[config.mk]
export PLATFORM = sky130hd
export DESIGN_NAME = fp_mult_seq_flat
export DESIGN_NICKNAME = d
export VERILOG_FILES = /design/src/rtl/fp_mult_seq_if.sv /design/src/rtl/fp_mult_seq.sv /design/src/flat_wrapper.sv
export SDC_FILE = /design/constraint.sdc
export NUM_CORES = 1
export LEC_CHECK = 0
export BUFFER_PORTS_ARGS = -buffer_cell sky130_fd_sc_hd__buf_2
export CAP_MARGIN = 20
export CORE_MARGIN = 2
export CORE_UTILIZATION = 51
export DETAILED_ROUTE_END_ITERATION = 10
export GPL_TIMING_DRIVEN = 0
export PLACE_DENSITY_LB_ADDON = 0.2
export SYNTH_ARGS = -nofsm -noshare
export SYNTH_HDL_FRONTEND = slang
export SYNTH_SLANG_ARGS = --single-unit
[constraint.sdc]
create_clock -name clk -period 13.8 [get_ports clk]
set_clock_uncertainty 0.05 [all_clocks]
set_input_delay 0.69 -clock clk [delete_from_list [all_inputs] [get_ports clk]]
set_output_delay 0.69 -clock clk [all_outputs]
set_load 0.02 [all_outputs]
[src/rtl/fp_mult_seq_if.sv]
// Operand/result handshake bundle for fp_mult_seq: valid/ready on the operand side
// and on the result side, with the product word and its exception flags.
interface fp_mult_seq_if #(
    parameter int unsigned EXP_W = 8,
    parameter int unsigned MAN_W = 23
);
    localparam int unsigned W = 1 + EXP_W + MAN_W;

    logic         in_valid;
    logic         in_ready;
    logic [W-1:0] flt_a;
    logic [W-1:0] flt_b;
    logic         out_valid;
    logic         out_ready;
    logic [W-1:0] flt_out;
    logic [3:0]   flags;

    modport master (
        output in_valid, flt_a, flt_b, out_ready,
        input  in_ready, out_valid, flt_out, flags
    );

    modport slave (
        input  in_valid, flt_a, flt_b, out_ready,
        output in_ready, out_valid, flt_out, flags
    );
endinterface

[src/rtl/fp_mult_seq.sv]
// Sequential IEEE-754 multiplier: radix-2 shift-add significand product, RNE rounding,
// denormals-are-zero inputs, flush-to-zero outputs, special operands bypass the datapath.
module fp_mult_seq #(
    parameter int unsigned EXP_W = 8,
    parameter int unsigned MAN_W = 23
) (
    input logic          clk,
    input logic          res,
    fp_mult_seq_if.slave bus
);
    localparam int unsigned W     = 1 + EXP_W + MAN_W;
    localparam int unsigned P     = MAN_W + 1;
    localparam int unsigned EW2   = EXP_W + 2;
    localparam int unsigned CNT_W = $clog2(P + 1);
    localparam int unsigned BIAS  = (1 << (EXP_W - 1)) - 1;
    localparam int unsigned EMAX  = (1 << EXP_W) - 1;
    localparam logic [W-1:0] QNAN = {1'b0, {EXP_W{1'b1}}, 1'b1, {(MAN_W-1){1'b0}}};

    typedef enum logic [1:0] {IDLE, MUL, RND, DONE} state_t;

    state_t             state_q,  state_d;
    logic [CNT_W-1:0]   cnt_q,    cnt_d;
    logic [2*P-1:0]     mcand_q,  mcand_d;
    logic [P-1:0]       mplier_q, mplier_d;
    logic [2*P-1:0]     acc_q,    acc_d;
    logic [EW2-1:0]     exp_q,    exp_d;
    logic               sign_q,   sign_d;
    logic [W-1:0]       out_q,    out_d;
    logic [3:0]         flags_q,  flags_d;

    logic               in_ready;
    logic               sa, sb;
    logic [EXP_W-1:0]   ea, eb;
    logic [MAN_W-1:0]   fa, fb;
    logic               a_nan, b_nan, a_inf, b_inf, a_zero, b_zero, a_snan, b_snan;
    logic               special;

    assign {sa, ea, fa} = bus.flt_a;
    assign {sb, eb, fb} = bus.flt_b;

    // Zero exponent covers subnormals too, so they fall into the signed-zero path.
    assign a_nan   = (&ea) && (|fa);
    assign b_nan   = (&eb) && (|fb);
    assign a_inf   = (&ea) && !(|fa);
    assign b_inf   = (&eb) && !(|fb);
    assign a_zero  = (ea == '0);
    assign b_zero  = (eb == '0);
    assign a_snan  = a_nan && !fa[MAN_W-1];
    assign b_snan  = b_nan && !fb[MAN_W-1];
    assign special = a_nan | b_nan | a_inf | b_inf | a_zero | b_zero;

    assign in_ready      = (state_q == IDLE) && !res;
    assign bus.in_ready  = in_ready;
    assign bus.out_valid = (state_q == DONE);
    assign bus.flt_out   = out_q;
    assign bus.flags     = flags_q;

    logic [2*P-2:0]     norm;
    logic [EW2-1:0]     exp_n, exp_r;
    logic [MAN_W-1:0]   frac, frac_r;
    logic [MAN_W:0]     frac_inc;
    logic               guard, sticky, rnd_up, ovf, unf;

    // The hidden bit sits at 2P-1 or 2P-2; after alignment it is dropped from norm.
    always_comb begin
        norm     = acc_q[2*P-1] ? acc_q[2*P-2:0] : {acc_q[2*P-3:0], 1'b0};
        exp_n    = acc_q[2*P-1] ? exp_q + EW2'(1) : exp_q;
        frac     = norm[2*P-2 -: MAN_W];
        guard    = norm[P-1];
        sticky   = |norm[P-2:0];
        rnd_up   = guard & (sticky | frac[0]);
        frac_inc = {1'b0, frac} + (MAN_W+1)'(rnd_up);
        frac_r   = frac_inc[MAN_W-1:0];
        exp_r    = exp_n + EW2'(frac_inc[MAN_W]);
        ovf      = !exp_r[EW2-1] && (exp_r >= EW2'(EMAX));
        unf      = exp_r[EW2-1] || (exp_r == '0);
    end

    always_comb begin
        state_d  = state_q;
        cnt_d    = cnt_q;
        mcand_d  = mcand_q;
        mplier_d = mplier_q;
        acc_d    = acc_q;
        exp_d    = exp_q;
        sign_d   = sign_q;
        out_d    = out_q;
        flags_d  = flags_q;
        case (state_q)
            IDLE: begin
                if (bus.in_valid && in_ready) begin
                    sign_d = sa ^ sb;
                    if (special) begin
                        state_d = DONE;
                        if (a_nan || b_nan) begin
                            out_d   = QNAN;
                            flags_d = {a_snan | b_snan, 3'b000};
                        end else if ((a_inf && b_zero) || (b_inf && a_zero)) begin
                            out_d   = QNAN;
                            flags_d = 4'b1000;
                        end else if (a_inf || b_inf) begin
                            out_d   = {sa ^ sb, {EXP_W{1'b1}}, {MAN_W{1'b0}}};
                            flags_d = '0;
                        end else begin
                            out_d   = {sa ^ sb, {(W-1){1'b0}}};
                            flags_d = '0;
                        end
                    end else begin
                        state_d  = MUL;
                        cnt_d    = '0;
                        acc_d    = '0;
                        mcand_d  = {{P{1'b0}}, 1'b1, fa};
                        mplier_d = {1'b1, fb};
                        exp_d    = EW2'(ea) + EW2'(eb) - EW2'(BIAS);
                    end
                end
            end
            MUL: begin
                if (mplier_q[0]) begin
                    acc_d = acc_q + mcand_q;
                end
                mcand_d  = mcand_q << 1;
                mplier_d = mplier_q >> 1;
                cnt_d    = cnt_q + CNT_W'(1);
                if (cnt_q == CNT_W'(P - 1)) begin
                    state_d = RND;
                end
            end
            RND: begin
                state_d = DONE;
                if (ovf) begin
                    out_d   = {sign_q, {EXP_W{1'b1}}, {MAN_W{1'b0}}};
                    flags_d = 4'b0101;
                end else if (unf) begin
                    out_d   = {sign_q, {(W-1){1'b0}}};
                    flags_d = 4'b0011;
                end else begin
                    out_d   = {sign_q, exp_r[EXP_W-1:0], frac_r};
                    flags_d = {3'b000, guard | sticky};
                end
            end
            DONE: begin
                if (bus.out_ready) begin
                    state_d = IDLE;
                end
            end
            default: state_d = IDLE;
        endcase
    end

    always_ff @(posedge clk) begin
        if (res) begin
            state_q  <= IDLE;
            cnt_q    <= '0;
            mcand_q  <= '0;
            mplier_q <= '0;
            acc_q    <= '0;
            exp_q    <= '0;
            sign_q   <= 1'b0;
            out_q    <= '0;
            flags_q  <= '0;
        end else begin
            state_q  <= state_d;
            cnt_q    <= cnt_d;
            mcand_q  <= mcand_d;
            mplier_q <= mplier_d;
            acc_q    <= acc_d;
            exp_q    <= exp_d;
            sign_q   <= sign_d;
            out_q    <= out_d;
            flags_q  <= flags_d;
        end
    end
endmodule

[src/flat_wrapper.sv]
// flat-port wrapper written by rule: the top's interface ports become plain ports
module fp_mult_seq_flat 
#(
    parameter int unsigned EXP_W = 8,
    parameter int unsigned MAN_W = 23
)
  (clk, res, bus_in_valid, bus_flt_a, bus_flt_b, bus_out_ready, bus_in_ready, bus_out_valid, bus_flt_out, bus_flags);
  fp_mult_seq_if #(.EXP_W(EXP_W), .MAN_W(MAN_W)) bus_i ();
  input logic clk;
  input logic res;
  input wire logic [$bits(bus_i.in_valid)-1:0] bus_in_valid;
  input wire logic [$bits(bus_i.flt_a)-1:0] bus_flt_a;
  input wire logic [$bits(bus_i.flt_b)-1:0] bus_flt_b;
  input wire logic [$bits(bus_i.out_ready)-1:0] bus_out_ready;
  output wire logic [$bits(bus_i.in_ready)-1:0] bus_in_ready;
  output wire logic [$bits(bus_i.out_valid)-1:0] bus_out_valid;
  output wire logic [$bits(bus_i.flt_out)-1:0] bus_flt_out;
  output wire logic [$bits(bus_i.flags)-1:0] bus_flags;
  assign bus_i.in_valid = bus_in_valid;
  assign bus_i.flt_a = bus_flt_a;
  assign bus_i.flt_b = bus_flt_b;
  assign bus_i.out_ready = bus_out_ready;
  assign bus_in_ready = bus_i.in_ready;
  assign bus_out_valid = bus_i.out_valid;
  assign bus_flt_out = bus_i.flt_out;
  assign bus_flags = bus_i.flags;
  fp_mult_seq #(.EXP_W(EXP_W), .MAN_W(MAN_W)) u_core (.clk(clk), .res(res), .bus(bus_i));
endmodule
* Yosys cells after proc, flatten, opt, wreduce, memory -nomap -nowiden *
Cells that the tools add are included.
W data, S select, Z words.

storage, ports and cells
  register bits = 174
  logic and storage cells = 111

cells by class
  add/sub/neg operators = 7
  magnitude comparators = 1
  eq/ne operators = 10
  muxes and demuxes = 35
  bitwise gates (word level) = 11
  reduce and logical (&&, ||, !) cells = 38

operators by type and width
  operator                 count
  $mux W48                 5
  $pmux W48 S2             2
  $mux W32                 4
  $mux W31                 3
  $reduce_or A23 Y1        3
  $pmux W32 S2             1
  $add A48 B48 Y48         1
  $mux W24                 2
  $pmux W24 S2             1
  $mux W47                 1
  $add A23 B1 Y24          1
  $mux W4                  5
  $logic_not A8 Y1         2
  $reduce_and A8 Y1        2
  $reduce_and A3 Y1        4
  $logic_and A1 B1 Y1      11
  $add A10 B1 Y10          1
  $add A10 B1 Y10 const B  1
  $ge A10 B8 Y1 const B    1
  $logic_not A10 Y1        1
  $mux W10                 1
  $mux W2                  5
  $mux W5                  2
  $pmux W5 S2              1
  20 further kinds         41

* Depth between registers and ports, before layout *
Gate-level depths: netlist (run 1).

  depth in word-level cells = 11
  mapped depth = 19
  depth with buffers taken out = 16

* Least setup slack after synthesis (run 1) *
Ideal clock, no wire load.

  kind = reg2reg
  start point = register u_core.acc_q[47]
  end point = register u_core.out_q[0] (netlist: u_core.bus.flt_out[0])
  arrival time = 4.396 ns
  data required time = 13.633 ns
  path slack = 9.237 ns
  stages on the path, launching flop included = 19
  clock period less this slack = 4.563 ns
  cell sequence = dfxtp_1 > buf_4 > buf_2 > nand2_1 > a2111o_1 > nor3_2 > nand2_1 > nor2_2 > and4b_1 > ha_1 > ha_1 > o21ai_1 > or4_4 > xor2_1 > or4_4 > o31ai_4 > nor4_2 > buf_6 > a22o_1

on the way
  word-level cells in the longest chain between the ends = 11

ends and longest elaborated chain
  element                                                  RTL line            RTL
  start: declaration                                       fp_mult_seq.sv:25   logic [2*P-1:0] acc_q, acc_d;
  start signal: assignment                                 fp_mult_seq.sv:157  acc_q <= '0;
  start signal: assignment                                 fp_mult_seq.sv:167  acc_q <= acc_d;
  branches (longest 9 deep; another with $add A23 B1 Y24)  n/a
  $mux W31 (*)                                             fp_mult_seq.sv:131  if (ovf) begin
  $pmux W32 S2 (*)                                         fp_mult_seq.sv:89   case (state_q)
  end signal: assignment                                   fp_mult_seq.sv:170  out_q <= out_d;
  end: declaration                                         fp_mult_seq.sv:28   logic [W-1:0] out_q, out_d;

Every way passes the cells marked *.
A chain may end at the register's enable or synchronous reset.

* Final worst setup path (run 1) *
  start point = register u_core.acc_q[47]
  end point = register u_core.out_q[4] (netlist: u_core.bus.flt_out[4])

Same word-level chain as after synthesis.

==> metrics.md, run 1 <==
| Metric | Value |
|---|---|
| Run status | `completed` |
| Kind of start point of the critical path | `register` |
| Power Internal | `1.022 mW` |
| Wire length of the first global-routing pass | `52.55 mm` |
| Area of the placeable core | `0.02169 mm^2` |
| Power density over cell area | `131.8 mW/mm^2` |
| Remaining antenna violation count | `0` |
| All-layer global routing usage | `0.2757` |
| Top FF cell, synth | `sky130_fd_sc_hd__dfxtp_1` |
| Clk slew on worst S/H paths | `80 ps` |
| Number of buffers added by the clock tree synthesis step | `17` |
| Deepest level of the CTS H-tree | `4` |
| Setup repair after global routing missed its margin | `no` |
| Pre-CTS worst setup slack | `8476 ps` |
| Static Leakage | `5.115 nW` |
| Tightest Pin Transition | `850.6 ps` |
| Number of distinct standard cells referenced by the synthesized netlist | `77` |
| Worst path arrival time | `5650 ps` |
| CTS tree | `yes` |
| Number of port buffers | `104` |
| Die footprint | `0.02323 mm^2` |
| GP Congestion | `0.9364` |
| Cells after synthesis | `1399` |
| Combined flip-flop and latch cell area | `0.003483 mm^2` |
| Number of synthesized flops with an enable pin | `0` |
| Final period util | `0.3894` |
| Fin nets | `1658` |
| Number of DRC violations after detailed-routing iteration 0 | `870` |
| #FFs+latches synth | `174` |
| Synth async-reset ratio | `0` |
| Clock sink count | `174` |
| Root buf cell | `sky130_fd_sc_hd__clkbuf_16` |
| Data required time of the worst path | `14080 ps` |
| Synthesized net count | `1534` |
| Proportion of total power due to net switching | `0.3921` |
| Category of the worst setup path capture point | `register` |
| Series of cell instances along the critical path | `buf_4 -> buf_2 -> nand2_1 -> a2111o_1 -> nor3_2 -> nand2_1 -> nor2_2 -> and4b_1 -> ha_1 -> ha_1 -> o21ai_1 -> or4_4 -> xor2_1 -> or4_4 -> o31ai_4 -> nor4_2 -> buf_6 -> a22o_1` |
| Minimum clock period | `5374 ps` |
| Post-detailed-route via-to-cell ratio | `6.073` |
| Max-Cap Viols | `0` |
| Highest-delay cell along the critical path | `sky130_fd_sc_hd__or4_4` |
| Final non-filler cell total | `1816` |
| Post CTS Setup Buffer Count | `0` |
| Largest net degree at the start of global routing | `21` |
| Number of buffers inserted for hold repair after clock tree synthesis | `0` |
| Instance area after placement | `0.01211 mm^2` |
| Max-slew headroom | `0.4308` |
| Net switching power figure | `0.6591 mW` |
| X dimension of the die | `152.4 um` |
| Remaining routing DRC violations | `0` |
| Via count | `11.03k` |
| Number of endpoints with negative hold slack in the final report | `0` |
| Register share of total power | `0.368` |
| Number of rows created at floorplan | `54` |
| Maximum VDD drop | `90.82 uV` |
| Slowest Stage Delay on Critical Path | `570 ps` |
| Count of final setup violators | `0` |
| Aggregate negative setup slack | `0 ps` |
| Clock network latency to the later pin of the worst-skew pair | `450 ps` |
| Number of global-route vias before repair | `10.15k` |
| Ports | `106` |
| Antenna cell count | `0` |
| Initial cell density of the core | `0.5179` |
| Area used by multi-input combinational logic | `0.007277 mm^2` |
| Placed cell count | `1784` |
| First-pass DRT Iterations | `5` |
| Crit-path max FO | `10` |
| Highest clock rate | `186.1 MHz` |
| Portion of the post-synthesis area used by sequential elements | `0.3101` |
| Number of cells upsized or downsized after cts | `0` |
| Power share of the combinational group | `0.328` |
| Area growth from synthesis to layout | `13.52%` |
| Clock network fraction of design power | `0.305` |
| Worst hold slack | `415.0 ps` |
| Overall overflow remaining after global route | `0` |
| Total wire length after detailed routing | `32.68 mm` |
| Setup Crit Path Kind | `register to register` |
| Vertical die dimension | `152.4 um` |
| Layout filler cell count | `1990` |
| Worst min-delay path category | `register to register` |
| Cell area after synthesis | `0.01123 mm^2` |
| Layout cells sized above 1 | `0.1068` |
| Yosys Warn Count | `0` |
| Max clock buf depth | `2` |
| Average routed wire per standard cell | `17.99 um` |
| HPWL Detailed | `25.38 mm` |
| Mean Syn Cell Area | `8.030 um^2` |
| Antenna violations before repair | `0` |
| Final Max Tran Viols | `0` |
| Setup ws final | `8426 ps` |
| Design Area, Final | `0.01275 mm^2` |
-- flip-flops by register name (all words and copies together), names as in the netlist --
| register | flops |
|---|---|
| u_core.cnt_q | 5 |
| u_core.bus.flags | 4 |
| u_core.state_q | 2 |
| u_core.exp_q | 10 |
| u_core.acc_q | 48 |
| u_core.bus.flt_out | 32 |
| u_core.mcand_q | 48 |
| u_core.mplier_q | 24 |
| u_core.sign_q | 1 |
-- power groups by stage --
stage	combinational (mW)	clock, mW	sequential (mW)
global placement	0.533	0	0.627
detailed placement	0.542	0	0.628
floorplan	0.406	0	0.609
CTS	0.546	0.518	0.617
finish	0.551	0.512	0.618
global route	0.607	0.538	0.624
-- kinds of logic after synthesis --
kind of cell / synth area share
XOR/XNOR: 0.06616
AND/OR/NAND/NOR: 0.1933
flip-flops: 0.3101
AO/OA/AOI/OAI: 0.2648
multiplexers: 0.04767
buffers and inverters: 0.04210
adder cells (fa/ha/maj): 0.07596
-- metal layers --
metal,vias to the layer above,share of wire,global-route usage,routed length [um]
met5,-,0,0,0
met4,0,0.023,0.08686,739
met3,53,0.053,0.03754,1718
met2,355,0.47,0.4550,15290
met1,5185,0.46,0.3760,14930
li1,5435,-,-,-
-- metrics by stage --
step             util  total power [mW]
3_3_place_gp   0.5581             1.160
3_5_place_dp   0.5584             1.170
2_1_floorplan       -             1.015
4_1_cts        0.5880             1.681
5_1_grt        0.5880             1.770
6_report       0.5880             1.681
-- critical path, delay by kind of cell, from the launching register on --
family | cells | cell delay, ps
compound gates | 4 | 1230
fa+ha+maj | 2 | 400
xor+xnor | 1 | 190
simple gates | 8 | 2400
flops | 1 | 360
buf+inv | 3 | 620
-- final cells by class --
type | instances | share of cell area
well taps | 280 | 0.02747
inverters | 35 | 0.01030
clock inverters | 15 | 0.01688
clock buffers | 17 | 0.03336
flip-flops and latches | 174 | 0.2732
plain buffers | 84 | 0.02679
multi-input cells | 1106 | 0.5706
repair buffers | 105 | 0.04141
-- synth_stat cells, drive strengths merged (22+ instances only) --
cell | count | share of area
nor4 | 28 | 0.017
nand3 | 31 | 0.014
mux2i | 49 | 0.044
a22o | 23 | 0.018
xnor2 | 53 | 0.042
ha | 65 | 0.072
inv | 34 | 0.011
a211oi | 74 | 0.049
a21o | 35 | 0.023
nand4 | 29 | 0.017
xor2 | 31 | 0.024
a21oi | 124 | 0.055
o21ai | 62 | 0.028
nand2 | 152 | 0.051
a22oi | 25 | 0.017
clkbuf | 74 | 0.025
nor2 | 128 | 0.043
dfxtp | 174 | 0.31
nor3 | 22 | 0.010
-- cells in the final DEF, fill, tap and decap left out, drive strengths merged, types with 10 or more instances in the layout --
cell type    n
a211oi      74
a21o        35
a21oi      124
a22o        23
a22oi       25
a311oi      13
and3        17
buf        115
clkbuf      91
dfxtp      174
ha          65
inv         40
mux2i       49
nand2      152
nand3       31
nand4       29
nor2       128
nor2b       16
nor3        22
nor4        28
o21ai       62
o21bai      10
xnor2       53
xor2        31
-- worst paths after layout --
check	startpoint	to	slack (ps)	cells past startpoint
worst min register to register	u_core.exp_q[9]$_SDFFE_PP0P_	u_core.exp_q[9]$_SDFFE_PP0P_	420	2
worst min-delay path	u_core.exp_q[9]$_SDFFE_PP0P_	u_core.exp_q[9]$_SDFFE_PP0P_	420	2
worst max register to register	u_core.acc_q[47]$_SDFFE_PP0P_	u_core.bus.flt_out[4]$_SDFFE_PP0P_	8430	18
worst max-delay path	u_core.acc_q[47]$_SDFFE_PP0P_	u_core.bus.flt_out[4]$_SDFFE_PP0P_	8430	18
Note: power is estimated with default switching activity, not from simulation.
==> run 2: changes to the inputs <==
- clock period: 13.8 -> 5.3 ns (I/O delays scaled with it)
==> metrics.md, run 2 (same netlist as run 1, synthesis figures left out) <==
| Metric | Value |
|---|---|
| Highest clock rate | `199.1 MHz (+7.0%)` |
| Crit-path max FO | `19 (+9)` |
| Number of global-route vias before repair | `10.15k (+0.030%)` |
| Average routed wire per standard cell | `17.97 um (-0.15%)` |
| Wire length of the first global-routing pass | `52.56 mm (about the same)` |
| All-layer global routing usage | `0.2758 (about the same)` |
| Overall overflow remaining after global route | `0 (unchanged)` |
| Fin nets | `1660 (+0.12%)` |
| Initial cell density of the core | `0.5179 (unchanged)` |
| Number of rows created at floorplan | `54 (unchanged)` |
| Run status | `completed` |
| CTS tree | `yes` |
| Die footprint | `0.02323 mm^2 (unchanged)` |
| X dimension of the die | `152.4 um (unchanged)` |
| Remaining antenna violation count | `0 (unchanged)` |
| Number of endpoints with negative hold slack in the final report | `0 (unchanged)` |
| Antenna cell count | `0 (unchanged)` |
| Setup Crit Path Kind | `register to register` |
| Clk slew on worst S/H paths | `80 ps (about the same)` |
| Data required time of the worst path | `5580 ps (-8500 ps)` |
| Kind of start point of the critical path | `register` |
| Remaining routing DRC violations | `0 (unchanged)` |
| Ports | `106 (unchanged)` |
| Worst path arrival time | `5300 ps (-350 ps)` |
| Setup repair after global routing missed its margin | `no` |
| Area growth from synthesis to layout | `13.88%` |
| Count of final setup violators | `0 (unchanged)` |
| Maximum VDD drop | `236.8 uV (+160%)` |
| Highest-delay cell along the critical path | `sky130_fd_sc_hd__or4_4` |
| Antenna violations before repair | `0 (unchanged)` |
| Most frequent standard cell in the layout excluding fill and tap cells | `sky130_fd_sc_hd__dfxtp_1` |
| Static Leakage | `5.167 nW (+1.0%)` |
| Max clock buf depth | `2 (unchanged)` |
| First-pass DRT Iterations | `5 (unchanged)` |
| Worst hold slack | `33.84 ps (-381.2 ps)` |
| Commonest cells after routing, fill and taps aside | `sky130_fd_sc_hd__dfxtp_1, sky130_fd_sc_hd__nand2_1, sky130_fd_sc_hd__nor2_1, sky130_fd_sc_hd__a21oi_1, sky130_fd_sc_hd__buf_2` |
| Clock sink count | `174 (unchanged)` |
| Post-detailed-route via-to-cell ratio | `6.083 (+0.16%)` |
| Category of the worst setup path capture point | `register` |
| Total wire length after detailed routing | `32.66 mm (about the same)` |
| Number of cells traversed by the worst register-to-register path | `17 (-1)` |
| Final Max Tran Viols | `0 (unchanged)` |
| Power density over cell area | `342.0 mW/mm^2 (+160%)` |
| Number of buffers added by the clock tree synthesis step | `17 (unchanged)` |
| Final period util | `0.9474 (+0.5580)` |
| Area of the placeable core | `0.02169 mm^2 (unchanged)` |
| Slowest Stage Delay on Critical Path | `580 ps (about the same)` |
| Layout cells sized above 1 | `0.1092 (+0.002462)` |
| Largest net degree at the start of global routing | `21 (unchanged)` |
| Root buf cell | `sky130_fd_sc_hd__clkbuf_16` |
| Tightest Pin Transition | `864.5 ps (+13.91 ps)` |
| GP Congestion | `0.9364 (unchanged)` |
| Number of port buffers | `104 (unchanged)` |
| HPWL Detailed | `25.38 mm (unchanged)` |
| Series of cell instances along the critical path | `buf_4 -> nand2_1 -> a2111o_1 -> nor3_4 -> nand2_1 -> nor2_4 -> and4b_1 -> ha_1 -> ha_1 -> o21ai_1 -> or4_4 -> xor2_1 -> or4_4 -> o31ai_4 -> nor4_2 -> buf_6 -> a22o_1` |
| Number of DRC violations after detailed-routing iteration 0 | `817 (-6.1%)` |
| Max-slew headroom | `0.4215 (-0.009306)` |
| Worst min-delay path category | `input port to register` |
| Vertical die dimension | `152.4 um (unchanged)` |
| Minimum clock period | `5021 ps (-352.5 ps)` |
| Worst hold path cell count | `2 (unchanged)` |
| Via count | `11.06k (+0.27%)` |
| Clock network latency to the later pin of the worst-skew pair | `450 ps (about the same)` |
| Max-Cap Viols | `0 (unchanged)` |
| Aggregate negative setup slack | `0 ps (unchanged)` |
| Deepest level of the CTS H-tree | `4 (unchanged)` |
[run 2: cell types whose count changed in the layout (fill, tap and decap cells not counted), sizes merged]
cell and change:
clkbuf +1, buf +1
[run 2: power breakdown]
part           leakage (nW)  internal [mW]  switching, mW
logic                  3.45          0.505          0.928
clock network         0.307          0.690          0.643
registers              1.41           1.47          0.143
[run 2: path summary, 6_finish.rpt]
check                                            end                           from  slack, ps
setup / recovery  u_core.bus.flt_out[4]$_SDFFE_PP0P_  u_core.acc_q[47]$_SDFFE_PP0P_        280
hold / removal            u_core.sign_q$_SDFFE_PP0P_                   bus_in_valid         30
setup reg to reg  u_core.bus.flt_out[4]$_SDFFE_PP0P_  u_core.acc_q[47]$_SDFFE_PP0P_        280
hold reg to reg         u_core.exp_q[9]$_SDFFE_PP0P_   u_core.exp_q[9]$_SDFFE_PP0P_        420
[run 2: through the flow]
| step | total power, mW | cells | util | setup slack, ps | area (um^2) |
|---|---|---|---|---|---|
| finish | 4.375 | 1818 | 0.5898 | 278.6 | 12790 |
| global route | 4.607 | 1818 | 0.5898 | 119.9 | 12790 |
| CTS | 4.376 | 1816 | 0.5882 | 41.50 | 12760 |
| detailed placement | 3.047 | 1784 | 0.5584 | -24.00 | 12110 |
| global placement | 3.021 | 1783 | 0.5581 | 5.260 | 12100 |
| floorplan | 2.643 | 1399 | - | 737.3 | 11230 |
[run 2: what timing repair did]
item / CTS / global route
resized for setup: 1 / 5
buffers inserted: 0 / 3
gates cloned: 0 / 0
hold buffers: 0 / 0
pin swaps: 0 / 1
endpoints found under the setup margin: 20 / 32
[run 2: critical path: cells and delay by family, from the launching register on]
| family | cells | cell delay (ps) |
|---|---|---|
| adder cells (fa/ha/maj) | 2 | 400 |
| AO/OA/AOI/OAI | 4 | 1270 |
| buffers and inverters | 2 | 450 |
| XOR/XNOR | 1 | 190 |
| AND/OR/NAND/NOR | 8 | 2190 |
| flip-flops | 1 | 360 |
[run 2: routing by layer]
metal / up-vias / part of all wire / GRT usage
met2: 332 / 0.47 / 0.4543
met3: 54 / 0.052 / 0.03754
li1: 5436 / - / -
met4: 0 / 0.022 / 0.08862
met1: 5236 / 0.46 / 0.3760
met5: - / 0 / 0
[run 2: area by class of cell]
class / instances / area [um^2]
repair buffers: 108 / 550.5
inverters: 35 / 131.4
clock buffers: 17 / 425.4
multi-input cells: 1106 / 7297
well taps: 280 / 350.3
flip-flops and latches: 174 / 3483
fillers: 1986 / 8896
plain buffers: 83 / 339.1
clock inverters: 15 / 215.2
